<file path="src/rtl/fib_random_decoder_pkg.sv">
// Shared constants for the Fibonacci encoder/decoder pair: widths, FSM encodings, weight helper.
package fib_random_decoder_pkg;

    localparam int unsigned FIB_W     = 64;
    localparam int unsigned BIN_W     = 16;
    localparam int unsigned ADDR_W    = 10;
    localparam int unsigned ACC_W     = 24;
    localparam int unsigned ROM_DEPTH = 1 << ADDR_W;

    // Decoder FSM encodings
    localparam logic [1:0] StIdle = 2'd0;
    localparam logic [1:0] StScan = 2'd1;
    localparam logic [1:0] StWait = 2'd2;
    localparam logic [1:0] StAcc  = 2'd3;

    // Weight of bit i is F(i+2) (1, 2, 3, 5, 8, ...), saturated to BIN_W bits as stored in the ROM.
    function automatic logic [BIN_W-1:0] fib_weight(input int unsigned idx);
        logic [31:0] a;
        logic [31:0] b;
        logic [31:0] t;
        a = 32'd1;
        b = 32'd2;
        for (int unsigned k = 0; k < FIB_W; k++) begin
            if (k < idx) begin
                t = a + b;
                a = b;
                b = (t > 32'h0000_FFFF) ? 32'h0001_0000 : t;
            end
        end
        fib_weight = (a > 32'h0000_FFFF) ? 16'hFFFF : a[BIN_W-1:0];
    endfunction

endpackage

</file>
<file path="src/rtl/fib_random_decoder.sv">
// Fibonacci-system (possibly non-canonical) 64-bit word to 16-bit binary decoder.
// Scans the word LSB-first; each set bit triggers one external ROM read whose weight is accumulated.
module fib_random_decoder
    import fib_random_decoder_pkg::*;
(
    input  logic              clk,
    input  logic              rst,
    input  logic              en_decode,
    input  logic [FIB_W-1:0]  fibonacci_in,
    input  logic [BIN_W-1:0]  memb,
    output logic [ADDR_W-1:0] cnt_b,
    output logic [BIN_W-1:0]  binary_out,
    output logic              decode_done,
    output logic              busy,
    output logic              overflow
);

    localparam logic [ADDR_W-1:0] LastAddr = ADDR_W'(FIB_W - 1);

    logic [1:0]        state_q, state_d;
    logic [FIB_W-1:0]  shift_q, shift_d;
    logic [ADDR_W-1:0] cnt_q, cnt_d;
    logic [ACC_W-1:0]  acc_q, acc_d;
    logic [BIN_W-1:0]  hold_q, hold_d;
    logic [BIN_W-1:0]  bin_q, bin_d;
    logic              ovf_q, ovf_d;
    logic              done_q, done_d;
    logic              busy_q, busy_d;

    // Next-state and datapath updates for the scan/fetch/accumulate loop
    always_comb begin
        state_d = state_q;
        shift_d = shift_q;
        cnt_d   = cnt_q;
        acc_d   = acc_q;
        hold_d  = hold_q;
        bin_d   = bin_q;
        ovf_d   = ovf_q;
        done_d  = 1'b0;
        busy_d  = busy_q;

        case (state_q)
            StIdle: begin
                if (en_decode) begin
                    shift_d = fibonacci_in;
                    cnt_d   = '0;
                    acc_d   = '0;
                    busy_d  = 1'b1;
                    state_d = StScan;
                end
            end
            StScan: begin
                if (shift_q == '0) begin
                    bin_d   = acc_q[BIN_W-1:0];
                    ovf_d   = |acc_q[ACC_W-1:BIN_W];
                    done_d  = 1'b1;
                    busy_d  = 1'b0;
                    state_d = StIdle;
                end else if (shift_q[0]) begin
                    // cnt_b already points at this bit; ROM data arrives next cycle
                    state_d = StWait;
                end else begin
                    // A higher set bit exists, so cnt_b cannot pass the last address here
                    shift_d = shift_q >> 1;
                    cnt_d   = cnt_q + 1'b1;
                end
            end
            StWait: begin
                hold_d  = memb;
                state_d = StAcc;
            end
            StAcc: begin
                acc_d   = acc_q + ACC_W'(hold_q);
                shift_d = shift_q >> 1;
                // Keep the address inside the codeword after consuming the top bit
                if (cnt_q != LastAddr) begin
                    cnt_d = cnt_q + 1'b1;
                end
                state_d = StScan;
            end
            default: begin
                state_d = StIdle;
                busy_d  = 1'b0;
            end
        endcase
    end

    // State registers with synchronous active-low reset; reset aborts any decode in flight
    always_ff @(posedge clk) begin
        if (!rst) begin
            state_q <= StIdle;
            shift_q <= '0;
            cnt_q   <= '0;
            acc_q   <= '0;
            hold_q  <= '0;
            bin_q   <= '0;
            ovf_q   <= 1'b0;
            done_q  <= 1'b0;
            busy_q  <= 1'b0;
        end else begin
            state_q <= state_d;
            shift_q <= shift_d;
            cnt_q   <= cnt_d;
            acc_q   <= acc_d;
            hold_q  <= hold_d;
            bin_q   <= bin_d;
            ovf_q   <= ovf_d;
            done_q  <= done_d;
            busy_q  <= busy_d;
        end
    end

    assign cnt_b       = cnt_q;
    assign binary_out  = bin_q;
    assign overflow    = ovf_q;
    assign decode_done = done_q;
    assign busy        = busy_q;

endmodule

</file>
<file path="config.mk">
export PLATFORM = sky130hd
export DESIGN_NAME = fib_random_decoder
export DESIGN_NICKNAME = d
export VERILOG_FILES = /design/src/rtl/fib_random_decoder_pkg.sv /design/src/rtl/fib_random_decoder.sv
export SDC_FILE = /design/constraint.sdc
export NUM_CORES = 1
export LEC_CHECK = 0
export ABC_AREA = 1
export BUFFER_PORTS_ARGS = -buffer_cell sky130_fd_sc_hd__buf_2
export CAP_MARGIN = 20
export CORE_MARGIN = 10
export CORE_UTILIZATION = 51
export DETAILED_ROUTE_END_ITERATION = 10
export GPL_ROUTABILITY_DRIVEN = 0
export PLACE_DENSITY = 0.76
export RECOVER_POWER = 25
export SLEW_MARGIN = 5
export SYNTH_ARGS = -nofsm -noshare
export SYNTH_HDL_FRONTEND = slang
export SYNTH_SLANG_ARGS = --single-unit
</file>
<file path="constraint.sdc">
create_clock -name clk -period 1.7 [get_ports clk]
set_input_delay 0.17 -clock clk [delete_from_list [all_inputs] [get_ports clk]]
set_output_delay 0.17 -clock clk [all_outputs]
set_load 0.03 [all_outputs]
</file>
# After elaboration in Yosys (flattened, before gate mapping)
# Cells that the tools add are included.
# op_classes
add_sub_neg	2
mul	0
n_div	0
magnitude_cmp	0
n_eq_ne	10
n_shift	0
n_mux	19
n_bitwise	0
reduce_logical	14
# ops
operator	count
$mux 64	3
$pmux 64 s3	1
$logic_not 64->1	1
$pmux 24 s2	1
$mux 10	4
$pmux 10 s3	1
$add 24x16->24	1
$mux 24	1
$add 10x1->10 const B	1
$ne 10x6->1 const B	1
$ne 2x2->1 const B	5
$pmux 2 s4	1
$reduce_and 2->1	4
$reduce_or 8->1	1
$mux 2	3
$reduce_and 3->1	2
$reduce_and 5->1	1
$eq 2x2->1 const B	2
$reduce_and 4->1	1
$reduce_bool 2->1	2
$mux 1	3
$ne 3x3->1 const B	1
$reduce_bool 3->1	1
$eq 2x1->1 const B	1
2 further kinds	2
# totals
register_bits	135
latchBits	0
mem_bits_rw	0
mem_bits_ro	0
input_bits	83
output_inout_bits	29
elab_cells	55
memories	0

# Longest topological paths before layout
# logic_depth
depth_word	4
depth_mapped	14
depth_no_buf	14

# Worst setup path after synthesis
# Ideal clock, no wire load.
# synth_path
kind	reg2reg
startpoint	reg cnt_q[1] (netlist: cnt_b[1])
endpoint	reg cnt_q[8] (netlist: cnt_b[8])
setup_time_ns	0.113
arrival_time_ns	1.728
t_required_ns	1.587
slack_ns	-0.141
stages_incl_launch_ff	12
path_buffers	1
period_less_slack_ns	1.841
path_cell_list	dfxtp_1 -> ha_1 -> nand2_1 -> inv_1 -> nand2_1 -> nor3_1 -> nand4_1 -> nand4_2 -> buf_6 -> nand2_1 -> nand2_1 -> nor2_1
# synth_via
elab_chain_len	4
word_cells_on_any_way	8
cone_classes	add/sub (1); eq/ne (2); mux (4); reduce/logical (1)
# synth_lines
item	line_no	source
from (decl)	fib_random_decoder.sv:22	logic [ADDR_W-1:0] cnt_q, cnt_d;
from (signal assigned)	fib_random_decoder.sv:103	cnt_q <= cnt_d;
$add 10x1->10	fib_random_decoder.sv:65, fib_random_decoder.sv:77	
$mux 10	fib_random_decoder.sv:59	end else if (shift_q[0]) begin
$mux 10	fib_random_decoder.sv:53	if (shift_q == '0) begin
$pmux 10 s3	fib_random_decoder.sv:42	case (state_q)
# Parallel ways exist; a longest one is shown, timed or not. The select of a mux whose other input is x is not followed.
# A chain may end at the register's enable or synchronous reset.

# Final worst setup path
# layout_path
startpoint	reg shift_q[62]
endpoint	reg cnt_q[7] (netlist: cnt_b[7])
# layout_via
elab_chain_len	3
# layout_lines
item	line_no	source
from (decl)	fib_random_decoder.sv:21	logic [FIB_W-1:0] shift_q, shift_d;
from (signal assigned)	fib_random_decoder.sv:102	shift_q <= shift_d;
$logic_not 64->1	fib_random_decoder.sv:53	
$ne 2x2->1 (no line)	-	
$reduce_and 5->1 (no line)	-	
# No other way between the ends.

==> results.toml <==
[worst_setup_path]
cp-end-kind = "flip-flop"
slowest_delay_ns = 0.30
startpoint = "shift_q[62]"
cp.required_ns = 2.02
cp.depth = 12
crit_buf_inv = 3
cp_max_fo = 5
r2r_slack_ns = -0.23
crit_path_start_kind = "flip-flop"
worst-setup-path-type = "reg -> reg"
cp-endpoint = "cnt_b[7]"
path_cells = "inv_1 > nand3_2 > nor2_4 > nand2_2 > nor2_4 > nand3_4 > buf_12 > nand4_4 > buf_12 > nor2_1 > nor2_1 > nor2_1"
cp_slowest_cell = "dfxtp_1"
r2r-start = "shift_q[62]"
arrival_ns = 2.25
reg2reg_depth = 12
reg2reg_to = "cnt_b[7]"
critical_path.top_delay_family = "simple AND/OR/NAND/NOR gates"
cpMostUsedCell = "nor2_1"

[die]
initial_core_util_pct = 52.4
die_area_um2 = 18700
core-area_um2 = 13300
num_rows = 42
die_w_um = 137
die_h_um = 137
ios = 112

[cells_and_area]
design_area_um2 = 10600
drive_gt1_share_pct = 34.8
regArea_um2 = 2730
synthToLayoutAreaGrowth_pct = 52.6
multi_input_area_um2 = 4500
fill_cells = 785
n_antenna_cell = 0
final_core_util_pct = 80.0
nets = 1371

[placement]
pre_cts_slack_ns = -0.148
port_buffers = 111
dpl_cell_area_um2 = 8210
dpl.hpwl_um = 13600

[sta]
finalHoldViolCount = 0
setup_viol = 96
finClkSkew_ns = 0.00939
period_share_pct = 113
finalCriticalPeriod_ns = 1.93
slew_violations = 0
maxSlewHeadroom_pct = 67.4
fmax_mhz = 519
rsz0062_at_grt = "true"
tightest_slew_ns = 0.489
fin_ws_ns = -0.228

[global_routing]
grt_use_total_pct = 21.2
grt_max_degree = 52
grt_overflow = 0
grt_pass1_wl_um = 32800
grt_pass1_vias = 7094
met3_usage_pct = 6.16
met2_usage_pct = 35.9
busiest_layer = "met2"
grt_util_met1_pct = 25.6
antenna_found_initial = 0

[clocking]
clock_sinks = 135
root_buffer = "clkbuf_16"
clockBufferDepth = 2
numCtsBuffers = 17
path_clk_slew_ns = 0.06
clk_latency_ns = 0.43
htree_num_levels = 4
cts_tree = "yes"

[yosys]
synth_top_cell_by_area = "dfxtp_1"
synth.top_cells.by_count = "225 x nand2_1, 155 x o21ai_0, 137 x a21oi_1, 135 x dfxtp_1, 129 x nor2_1"
synth_top_cells_by_area = "dfxtp_1 39%, nand2_1 12%, o21ai_0 11%, a21oi_1 9.8%, nor2_1 6.9%"
synthArstFlopShare_pct = 0
synthFlopType = "dfxtp_1"
yosys.area.top_type_share_pct = 38.8
yosysSeqAreaShare_pct = 38.8
synth_seq_cells = 135
synth_nets = 1150
synth.most_common_cell = "nand2_1"
synth.avg_cell_area_um2 = 6.68
synth_enable_flop_cells = 0
syn_inst = 1043
syn_area_um2 = 6970
yosys_warnings = 0
synth_cell_type_count = 38

[power_and_ir_drop]
p_leak_nw = 4.56
max-vdd-ir-drop_mv = 1.05
power_mw = 20.8
power_density_nw_per_um2 = 1960

[min_path]
holdCritPathClass = "in -> reg"

[route]
dr.pass1.iters = 7
routedWlPerCell_um = 18.3
wirelength_um = 26600
drcViolationCount = 0
via_per_inst = 5.78
postRouteAntennaNets = 0
drtIter0Drc = 890
via_count = 8399

[run]
cap_violations = 0

[outcome]
status = "complete, but fails checks"
violations = "setup timing"
## what timing repair did
item                                    4_1_cts  5_1_grt
hold buffers                                 16        0
buffers inserted                              7       23
endpoints found under the setup margin      113      116
hold endpoints to repair                     16        0
pin swaps                                     9       55
gates cloned                                  3       19
resized for setup                            55      251
## worst min-delay path by stage
| stage | start | to | slack, ns | cells after the start |
|---|---|---|---|---|
| global placement | memb[7] | hold_q[7] | 0.39 | 3 |
| detailed placement | memb[8] | hold_q[8] | 0.40 | 3 |
| global route | fibonacci_in[63] | shift_q[63] | 0.08 | 3 |
| finish | fibonacci_in[63] | shift_q[63] | 0.08 | 3 |
| CTS | fibonacci_in[63] | shift_q[63] | 0.04 | 3 |
| floorplan | memb[15] | hold_q[15] | 0.30 | 2 |
## metal layers
metal / wire [um] / vias up
met5: 0 / -
met4: 1430 / 0
met3: 2370 / 141
met2: 13000 / 504
met1: 9740 / 3872
li1: - / 3882
## stage by stage
stage,instances,hold WS [ns],setup TNS [ns]
after floorplan,1043,0.305,-0.00748
after global placement,1355,0.390,-1.18
after detailed placement,1355,0.398,-4.10
after CTS,1413,0.0406,-0.133
after global routing,1453,0.0806,-16.63
final,1453,0.0793,-8.67
## cell usage in the layout, fill, tap and decap left out, types with 4 or more instances in the layout
cell,instances
nand3_2,14
bufinv_16,4
nor2_4,9
buf_6,16
inv_1,90
nand2_2,26
a21oi_1,100
inv_4,4
dfxtp_2,15
dlygate4sd3_1,16
nor3_1,6
a21oi_2,33
nand3_1,20
clkbuf_1,19
inv_2,8
nand2_1,194
o21ai_0,89
nor2_2,16
clkbuf_16,32
ha_1,4
o21ai_2,27
dfxtp_1,118
ha_4,19
a21oi_4,5
nand2_4,5
buf_4,72
nor2_1,106
nand3b_1,4
buf_2,95
buf_12,16
o21ai_1,48
## worst min-delay path, stage by stage
cell and delay, ns:
buf_2 0.11, a21oi_2 0.12, nor3_1 0.06
## flip-flops by register name, summed over array words and instances, names as in the netlist
register and flops:
shift_q 64, acc_q 24, binary_out 16, hold_q 16, cnt_b 10, state_q 2
busy 1, decode_done 1, overflow 1
## area by class of cell
cell class | count | area share [%]
sequential | 135 | 25.7
multi-input combinational | 757 | 42.3
tap | 176 | 2.07
inverter | 105 | 3.97
clock inverter | 11 | 1.61
clock buffer | 21 | 4.24
timing repair buffer | 248 | 20.1
## cells by family (layout without fill, tap and decap cells)
kind of cell	Yosys count	after routing	synth area share [%]
flops	135	135	38.8
compound gates	315	315	23.2
xor+xnor	1	1	0.126
buf+inv	152	385	9.19
fa+ha+maj	24	24	4.42
simple gates	416	417	24.3
## power breakdown
| group | leakage, nW | internal [mW] | total (mW) | switching, mW |
|---|---|---|---|---|
| combinational | 3.14 | 5.31 | 11.9 | 6.54 |
| sequential | 1.11 | 4.27 | 5.01 | 0.734 |
| clock | 0.298 | 2.50 | 3.94 | 1.45 |
| total | 4.56 | 12.1 | 20.8 | 8.72 |
Note: power is estimated with default switching activity, not from simulation.
